`src/rtl/keypad_pkg.sv`:
```
// Shared types and helpers for the 4x4 keypad scanner.
package keypad_pkg;
    localparam int NUM_COLS = 4;
    localparam int NUM_ROWS = 4;
    localparam int KEY_W    = 4;

    typedef enum logic [1:0] {FR_NONE, FR_KEY, FR_MULTI} frame_result_t;

    function automatic logic [KEY_W-1:0] key_code(input logic [1:0] col, input logic [1:0] row);
        return {col, row};
    endfunction
endpackage

```
`src/rtl/keypad_debounce.sv`:
```
// Frame-level debouncer: candidate/stable-count tracking, commit of key state, press strobe.
module keypad_debounce
    import keypad_pkg::*;
#(
    parameter int DEBOUNCE_SCANS = 4
) (
    input  logic             clk_i,
    input  logic             rst_i,
    input  logic             eval_i,
    input  frame_result_t    result_i,
    input  logic [KEY_W-1:0] code_i,
    output logic [KEY_W-1:0] key_o,
    output logic             key_valid_o,
    output logic             key_held_o
);
    localparam int CW = $clog2(DEBOUNCE_SCANS + 1);
    localparam logic [CW-1:0] MAX = CW'(DEBOUNCE_SCANS);

    logic             cand_key_q, cand_key_d;
    logic [KEY_W-1:0] cand_code_q, cand_code_d;
    logic [CW-1:0]    stable_q, stable_d;
    logic [KEY_W-1:0] key_q, key_d;
    logic             held_q, held_d;
    logic             valid_q, valid_d;
    logic             res_key, same;

    always_ff @(posedge clk_i) begin
        if (rst_i) begin
            cand_key_q  <= 1'b0;
            cand_code_q <= '0;
            stable_q    <= '0;
            key_q       <= '0;
            held_q      <= 1'b0;
            valid_q     <= 1'b0;
        end else begin
            cand_key_q  <= cand_key_d;
            cand_code_q <= cand_code_d;
            stable_q    <= stable_d;
            key_q       <= key_d;
            held_q      <= held_d;
            valid_q     <= valid_d;
        end
    end

    // Committed state is (held_q, key_q): key_q only carries meaning while held_q is set.
    always_comb begin
        cand_key_d  = cand_key_q;
        cand_code_d = cand_code_q;
        stable_d    = stable_q;
        key_d       = key_q;
        held_d      = held_q;
        valid_d     = 1'b0;
        res_key     = (result_i == FR_KEY);
        same        = 1'b0;
        if (eval_i) begin
            if (result_i == FR_MULTI) begin
                stable_d = '0;
            end else begin
                same = (res_key == cand_key_q) && (!res_key || code_i == cand_code_q);
                if (same) begin
                    if (stable_q != MAX) stable_d = stable_q + CW'(1);
                end else begin
                    cand_key_d  = res_key;
                    cand_code_d = code_i;
                    stable_d    = CW'(1);
                end
            end
            if (stable_d == MAX &&
                (cand_key_d != held_q || (cand_key_d && cand_code_d != key_q))) begin
                held_d = cand_key_d;
                if (cand_key_d) begin
                    key_d   = cand_code_d;
                    valid_d = 1'b1;
                end
            end
        end
    end

    assign key_o       = key_q;
    assign key_valid_o = valid_q;
    assign key_held_o  = held_q;
endmodule

```
`src/rtl/keypad_scanner.sv`:
```
// 4x4 keypad scanner: row synchronizer, column dwell/drive, per-frame intersection accumulation.
module keypad_scanner
    import keypad_pkg::*;
#(
    parameter int SCAN_DIV       = 50000,
    parameter int DEBOUNCE_SCANS = 4
) (
    input  logic                Clk,
    input  logic                Reset,
    output logic [NUM_COLS-1:0] Col,
    input  logic [NUM_ROWS-1:0] Row,
    output logic [KEY_W-1:0]    Key,
    output logic                KeyValid,
    output logic                KeyHeld
);
    localparam int DW = $clog2(SCAN_DIV);

    logic [NUM_ROWS-1:0] row_s1_q, row_s2_q;
    logic [DW-1:0]       dwell_q, dwell_d;
    logic [1:0]          col_q, col_d;
    logic [1:0]          hits_q, hits_d;
    logic [KEY_W-1:0]    code_q, code_d;
    logic                eval_q, eval_d;
    logic                tick;
    logic [2:0]          pop, sum;
    logic [1:0]          ridx, base_hits;
    logic [KEY_W-1:0]    base_code;
    frame_result_t       frame_res;

    always_ff @(posedge Clk) begin
        if (Reset) begin
            // Synchronizer clears to the released (pulled-up) level.
            row_s1_q <= '1;
            row_s2_q <= '1;
            dwell_q  <= '0;
            col_q    <= '0;
            hits_q   <= '0;
            code_q   <= '0;
            eval_q   <= 1'b0;
        end else begin
            row_s1_q <= Row;
            row_s2_q <= row_s1_q;
            dwell_q  <= dwell_d;
            col_q    <= col_d;
            hits_q   <= hits_d;
            code_q   <= code_d;
            eval_q   <= eval_d;
        end
    end

    // hits saturates at 2: anything beyond one intersection is simply MULTI.
    always_comb begin
        tick      = (dwell_q == DW'(SCAN_DIV - 1));
        dwell_d   = tick ? '0 : dwell_q + DW'(1);
        col_d     = tick ? col_q + 2'd1 : col_q;
        eval_d    = tick && (col_q == 2'd3);
        pop       = '0;
        ridx      = '0;
        for (int r = 0; r < NUM_ROWS; r++) begin
            if (!row_s2_q[r]) begin
                pop  = pop + 3'd1;
                ridx = 2'(r);
            end
        end
        base_hits = (col_q == 2'd0) ? 2'd0 : hits_q;
        base_code = (col_q == 2'd0) ? '0 : code_q;
        sum       = {1'b0, base_hits} + pop;
        hits_d    = hits_q;
        code_d    = code_q;
        if (tick) begin
            hits_d = (sum >= 3'd2) ? 2'd2 : sum[1:0];
            code_d = (pop != 3'd0) ? key_code(col_q, ridx) : base_code;
        end
        case (hits_q)
            2'd0:    frame_res = FR_NONE;
            2'd1:    frame_res = FR_KEY;
            default: frame_res = FR_MULTI;
        endcase
    end

    assign Col = ~(NUM_COLS'(1) << col_q);

    keypad_debounce #(.DEBOUNCE_SCANS(DEBOUNCE_SCANS)) u_debounce (
        .clk_i      (Clk),
        .rst_i      (Reset),
        .eval_i     (eval_q),
        .result_i   (frame_res),
        .code_i     (code_q),
        .key_o      (Key),
        .key_valid_o(KeyValid),
        .key_held_o (KeyHeld)
    );
endmodule

```
`config.mk`:
```
export PLATFORM = sky130hd
export DESIGN_NAME = keypad_scanner
export DESIGN_NICKNAME = d
export VERILOG_FILES = /design/src/rtl/keypad_pkg.sv /design/src/rtl/keypad_debounce.sv /design/src/rtl/keypad_scanner.sv
export SDC_FILE = /design/constraint.sdc
export NUM_CORES = 1
export LEC_CHECK = 0
export CAP_MARGIN = 20
export CORE_AREA = 2 2 94 69
export CTS_CLUSTER_DIAMETER = 100
export DETAILED_ROUTE_END_ITERATION = 12
export DIE_AREA = 0 0 96 71
export SYNTH_ARGS = -nofsm -noshare
export SYNTH_HDL_FRONTEND = slang
export SYNTH_SLANG_ARGS = --single-unit
```
`constraint.sdc`:
```
create_clock -name Clk -period 7.5 [get_ports Clk]
set_clock_uncertainty 0.15 [all_clocks]
set_input_delay 1.875 -clock Clk [delete_from_list [all_inputs] [get_ports Clk]]
set_output_delay 1.875 -clock Clk [all_outputs]
set_load 0.02 [all_outputs]
```
# --- After elaboration in Yosys (flattened, before gate mapping) ---
# Cells that the tools add are included.
word_totals:
  input_bits: 6
  output_inout_bits: 10
  word_cells: 75
  ff_bits: 47
op_classes:
  magnitude_cmp: 1
  mux: 23
  eq_ne: 11
  reduce_logical: 16
  n_bitwise: 3
  n_shift: 1
  n_addsub: 7
op_table:
  columns: ["operator", "n"]
  rows:
  - ["2-to-1 mux 3 bit", 7]
  - ["2-to-1 mux 4 bit", 5]
  - ["adder 16 x 1 -> 16 bit, second input constant", 1]
  - ["== test 16 bit, second input constant", 1]
  - ["adder 3 x 1 -> 3 bit, second input constant", 4]
  - ["2-to-1 mux 2 bit", 4]
  - ["2-to-1 mux 1 bit", 6]
  - ["== test 2 x 1 -> 1 bit, second input constant", 2]
  - ["== test 2 bit, second input constant", 2]
  - ["== test 4 bit", 1]
  - ["logical AND 1 bit", 4]
  - ["zero test 2 bit", 2]
  - ["!= test 4 bit", 1]
  - ["NOT 4 bit", 1]
  - ["one-hot mux 2 bit (2 select lines)", 1]
  - ["AND reduction 2 bit", 2]
  - ["<< shifter 1 x 2 -> 4 bit, first input constant", 1]
  - ["adder 2 x 3 -> 3 bit", 1]
  - ["== test 3 bit, second input constant", 1]
  - ["greater-or-equal comparator 3 x 2 -> 1 bit, second input constant", 1]
  - ["!= test 3 bit, second input constant", 1]
  - ["AND reduction 3 bit", 1]
  - ["nonzero test 3 bit", 1]
  - ["OR reduction 3 bit", 1]
  - ["other kinds (8)", 10]

# --- Depth between registers and ports, before layout ---
# Gate-level depths: netlist of the first run.
logic_depth:
  word_depth: 15
  depth_mapped: 11
  depth_no_buf: 11

# --- Hierarchy ---
# From an unflattened synthesis of the first run, not the netlist that was laid out.
unflattened:
  cells_unflattened: 271
  hier_area_um2: 2542.4
by_module_without_submodules:
  columns: ["module", "area_per_inst_um2", "n_inst", "seq_area_each_um2", "cells_per_inst"]
  rows:
  - ["keypad_scanner", 1570.3, 1, 660.6, 170]
  - ["keypad_debounce", 972.2, 1, 280.3, 101]

# --- Worst setup path after synthesis of the first run ---
# No wires, ideal clock.
synth_timing:
  path_type: "register to output"
  startpoint: "register col_q[0]"
  endpoint: "output Col[0]"
  stages_incl_launch_ff: 4
  path_buffers: 0
  required_ns: 5.475
  slack_ns: 4.647
  t_arrival_ns: 0.828
  path_cell_list: "dfxtp_1 > inv_1 > ha_1 > inv_1"
synth_via:
  elab_chain_cells: 2
synth_rtl:
  columns: ["item", "line", "source"]
  rows:
  - ["start, declared", "keypad_scanner.sv:20", "logic [1:0] col_q, col_d;"]
  - ["start signal, assigned", "keypad_scanner.sv:44", "col_q <= col_d;"]
  - ["<< shifter 1 x 2 -> 4 bit", "keypad_scanner.sv:81", "assign Col = ~(NUM_COLS'(1) << col_q);"]
  - ["NOT 4 bit", "keypad_scanner.sv:81", null]
  - ["end, declared", "keypad_scanner.sv:10", "output logic [NUM_COLS-1:0] Col,"]
# Every way passes these cells.

# --- Final worst setup path of the first run ---
# Ends and elaborated chain as after synthesis.

==> run metrics, run 1 <==
status=complete, no violations; gpl congestion=0.856; largest area contributor in the netlist=dfxtp_1; total die area=6820 um2; period utilization=0.501; fin crit period=3.76 ns; synthesized area per cell=8.81 um2; final non-filler cell total=384; Crit. path cell count=4; final hold viol count=0; 1st-pass router iterations=4; kind of cell adding the most delay to the critical path=buffers and inverters; slowest stage delay, CP=0.59 ns; Peak VDD IR=0.0000623 V; final setup slack of the worst path=3.74 ns; Main synth FF type=dfxtp_1; hpwl dp=3640 um; largest net degree at the start of global routing=36; Place WS=4.06 ns; setup violators final=0; final design area excluding fillers=2880 um2; # rows=24; Placed Area=2780 um2; Max-slew headroom=0.700; PwrDens=156 nW/um2; first-pass GRT wire length=8440 um; starting density of the core=0.432; Hold Worst Slack=0.261 ns; clock buffer depth=2; final wirelength=4830 um; crit path DAT=1.73 ns; yosys warns=0; CP Buf/Inv Count=3; Avg WL per Cell=12.6 um; Synth cell types=58; max frequency=266 MHz; Diodes inserted=0; # H-tree levels=2; most frequent CP cell=inv_1; Area Overhead vs Synth=11.5%; Leakage Power=1.08 nW; Mapped Area=2580 um2; synthesis-stage register bit count=47; share of the synthesized area in the top cell type=0.364; setup repair bufs after CTS=0; path depth of the worst reg2reg path=11; drt first-iter violations=84; filler instances=585; setup TNS=0 ns; Synth top cells by count=dfxtp_1, nor2_1, nand2_1; layout cells sized above 1=0.0948; root buffer cell=clkbuf_8; ys async rst share=0; final net count=324; Maximum Capacitance Violations=0; EDFF count, synth=0; syn_nets=311; # hold bufs at CTS=0; clk_lat worst skew=0.30 ns; Die Span Y=71 um; placed cell count=377; CP Launch Type=flop; crit path max fanout=5; Clock Sinks=47; sequential share of the synthesized area=0.364; Worst path slowest cell=clkdlybuf4s50_1; I/O pins=16; DRC viols=0; critical-path cell list=inv_1 -> ha_1 -> inv_1 -> clkdlybuf4s50_1; Die X=96 um; vias per cell=5.16; Worst EP required=5.48 ns; CP endpoint kind=output pin; GR Overflow Total=0; Worst Tran Pin Value=0.448 ns; utilization after layout=0.482; count leader, synth=dfxtp_1; DR vias=1981; critical path class=flop to output pin; input/output buffers=15; clock-pin slew on the worst setup and hold paths=0.08 ns; core area=5980 um2; Final Power=0.450 mW; unrepaired setup endpoints after global routing=false; CTS tree=done; Hold Path Cell Cnt=1; CTS Buf Count=5; cells after synthesis=293; initial antenna violation count=0; Detail Route Antenna Nets=0; Max Slew Vio Count=0; Total Routing Usage GR=0.159; largest cells by area after synthesis=dfxtp_1, nor2_1, ha_1; Min-Delay Path Class=flop to flop; Post-CTS Resized=0; vias in the first global route=1817
kinds of logic after synthesis:
kind of cell | count (synthesis) | synth area share
simple gates | 123 | 0.251
buf+inv | 27 | 0.0484
flops | 47 | 0.364
fa+ha+maj | 12 | 0.0610
compound gates | 49 | 0.148
mux | 10 | 0.0421
xor+xnor | 25 | 0.0848
sequential cells by signal, summed over array words and instances (netlist names):
signal                  cells
u_debounce.cand_code_q      4
eval_q                      1
dwell_q                    16
col_q                       2
row_s2_q                    4
row_s1_q                    4
code_q                      4
u_debounce.cand_key_q       1
u_debounce.key_o            4
hits_q                      2
u_debounce.stable_q         3
u_debounce.key_held_o       1
u_debounce.key_valid_o      1
area by class of cell:
class,count,area [um2],area share
tap,78,97.6,0.0339
clock inverter,1,30.0,0.0104
multi-input combinational,219,1520,0.527
sequential,47,941,0.327
inverter,17,63.8,0.0222
timing repair buffer,16,158,0.0548
clock buffer,6,72.6,0.0252
layout by cell type, fill, tap and decap left out, drive strengths merged, types with 4 or more instances in the layout:
cell type,instances
dfxtp,47
nor2,37
nand2,23
inv,17
xnor2,15
clkdlybuf4s50,15
a21oi,12
nor2b,11
ha,11
xor2,10
or2,9
nand3,8
o21ai,8
mux2i,6
clkbuf,6
nor3,5
or3,5
nand2b,4
mux2,4
nor4,4
per-layer routing:
metal,up-vias,part of all wire,global-route usage
met5,-,0,0
met4,0,0.019,0.0667
met3,8,0.031,0.0351
met2,27,0.37,0.206
met1,905,0.58,0.247
li1,1041,-,-
worst paths after layout:
path,slack [ns],end,from
hold / removal,0.26,row_s2_q[0]$_SDFF_PP1_,row_s1_q[0]$_SDFF_PP1_
setup / recovery,3.74,Col[0],col_q[0]$_SDFFE_PP0P_
hold reg to reg,0.26,row_s2_q[0]$_SDFF_PP1_,row_s1_q[0]$_SDFF_PP1_
setup reg to reg,4.90,hits_q[0]$_SDFFE_PP0P_,row_s2_q[1]$_SDFF_PP1_
power by group:
part           leakage [nW]  internal, mW  switching [mW]
Combinational         0.652       0.00879         0.00976
Sequential            0.381         0.253         0.00192
Clock                0.0513        0.0977          0.0795
Total                  1.08         0.359          0.0911
worst register-to-register path: cells and delay by family, from the launching register on:
kind / cells / cell delay [ns]
DFF: 1 / 0.36
AOI/OAI and AO/OA: 1 / 0.15
and+or+nand+nor: 4 / 0.39
adders and majority gates: 3 / 1.03
buffers and inverters: 1 / 0.05
xor gates and xnor gates: 2 / 0.38
No activity file was read; power rests on OpenSTA's default activity.
==> inputs of run 2 (changes only) <==
==> constraint.sdc (replaced) <==
create_clock -name Clk -period 3.6 [get_ports Clk]
set_clock_uncertainty 0.15 [all_clocks]
set_input_delay 0.9 -clock Clk [delete_from_list [all_inputs] [get_ports Clk]]
set_output_delay 0.9 -clock Clk [all_outputs]
set_load 0.02 [all_outputs]
==> run metrics, run 2 (synthesis results as in run 1) <==
root buffer cell=clkbuf_8; clk_lat worst skew=0.30 ns; final wirelength=4920 um; final hold viol count=0; CTS tree=done; # rows=24; gr busiest metal=met1; Worst EP required=2.55 ns; Total Routing Usage GR=0.155; vias in the first global route=1752; gpl congestion=0.828; total die area=6820 um2; Min-Delay Path Class=flop to flop; crit path DAT=1.74 ns; DRC viols=0; max FFs per register=16; final design area excluding fillers=2920 um2; RR Startpoint=row_s2_q[1]$_SDFF_PP1_; first-pass GRT wire length=8390 um; Avg WL per Cell=12.8 um; initial antenna violation count=0; layout cells sized above 1=0.101; core area=5980 um2; GR Overflow Total=0; # hold bufs at CTS=0; # H-tree levels=2; Max-slew headroom=0.658; max frequency=358 MHz; most frequent cells in the layout=dfxtp_1, nor2_1, nand2_1, inv_1; Detail Route Antenna Nets=0; crit path max fanout=5; GRT met3 Usage=0.0351; commonest non-fill, non-tap cell in the layout=dfxtp_1; I/O pins=16; Placed Area=2780 um2; Clock Sinks=47; hpwl dp=3660 um; Worst Tran Pin Value=0.511 ns; setup TNS=0 ns; area taken by multi-input logic gates=1520 um2; Area Overhead vs Synth=12.9%; setup repair bufs after CTS=0; vias per cell=5.05; Critical Path Start=col_q[0]$_SDFFE_PP0P_; clock-pin slew on the worst setup and hold paths=0.09 ns; status=complete, no violations; Max Slew Vio Count=0; hold_sp=row_s1_q[0]$_SDFF_PP1_; FF+latch area=941 um2; Maximum Capacitance Violations=0; period utilization=0.776; drt first-iter violations=148; Die Span Y=71 um; CP Launch Type=flop; Die X=96 um; Hold Worst Slack=0.264 ns; Diodes inserted=0; Global Route met2 Usage=0.191; Top reg by flops=dwell_q; CTS Buf Count=5; DR vias=1951; Leakage Power=1.10 nW; unrepaired setup endpoints after global routing=false; largest net degree at the start of global routing=19; filler instances=568; starting density of the core=0.432; clock buffer depth=2; Peak VDD IR=0.000190 V; routing usage on met1=0.261; input/output buffers=15; CP endpoint kind=output pin; final net count=325; critical path class=flop to output pin; setup violators final=0; fin crit period=2.79 ns; PwrDens=351 nW/um2; 1st-pass router iterations=4; Post-CTS Resized=0
==> run 2: changes by cell type in the layout (fill, tap and decap cells not counted), sizes merged <==
| cell | delta |
|---|---|
| bufinv | +1 |
| buf | +1 |
==> run 2: through the flow <==
stage               setup WS (ns)  std cells  total power, mW  utilization
finish                      0.806        386             1.02        0.488
floorplan                    1.23        293            0.569            -
CTS                         0.790        386             1.04        0.488
global route                0.695        386             1.06        0.488
global placement            0.984        378            0.581        0.466
detailed placement          0.971        378            0.582        0.466
==> run 2: final cells by class <==
class | instances | share of cell area
clock inverter | 2 | 0.0206
clock buffer | 6 | 0.0249
sequential | 47 | 0.323
tap | 78 | 0.0335
inverter | 17 | 0.0219
timing repair buffer | 17 | 0.0566
multi-input combinational | 219 | 0.520
==> run 2: layer usage <==
| metal | up-vias | share of wire |
|---|---|---|
| met1 | 867 | 0.59 |
| met2 | 36 | 0.35 |
| met4 | 0 | 0.012 |
| met5 | - | 0 |
| li1 | 1040 | - |
| met3 | 8 | 0.044 |
==> run 2: final timing paths <==
check,slack [ns],cells after the start,to
worst max-delay path,0.81,4,Col[0]
worst min-delay path,0.26,1,row_s2_q[0]$_SDFF_PP1_
worst max register to register,1.01,11,hits_q[0]$_SDFFE_PP0P_
worst min register to register,0.26,1,row_s2_q[0]$_SDFF_PP1_
==> run 2: where the power goes <==
part | internal, mW | switching [mW]
Sequential | 0.526 | 0.00419
Combinational | 0.0187 | 0.0200
Clock | 0.278 | 0.176
Total | 0.823 | 0.200
==> run 2: worst max-delay path: stages, from the launching register on <==
cell             delay, ns
dfxtp_1               0.45
inv_1                 0.09
ha_1                  0.25
inv_1                 0.06
clkdlybuf4s50_1       0.59
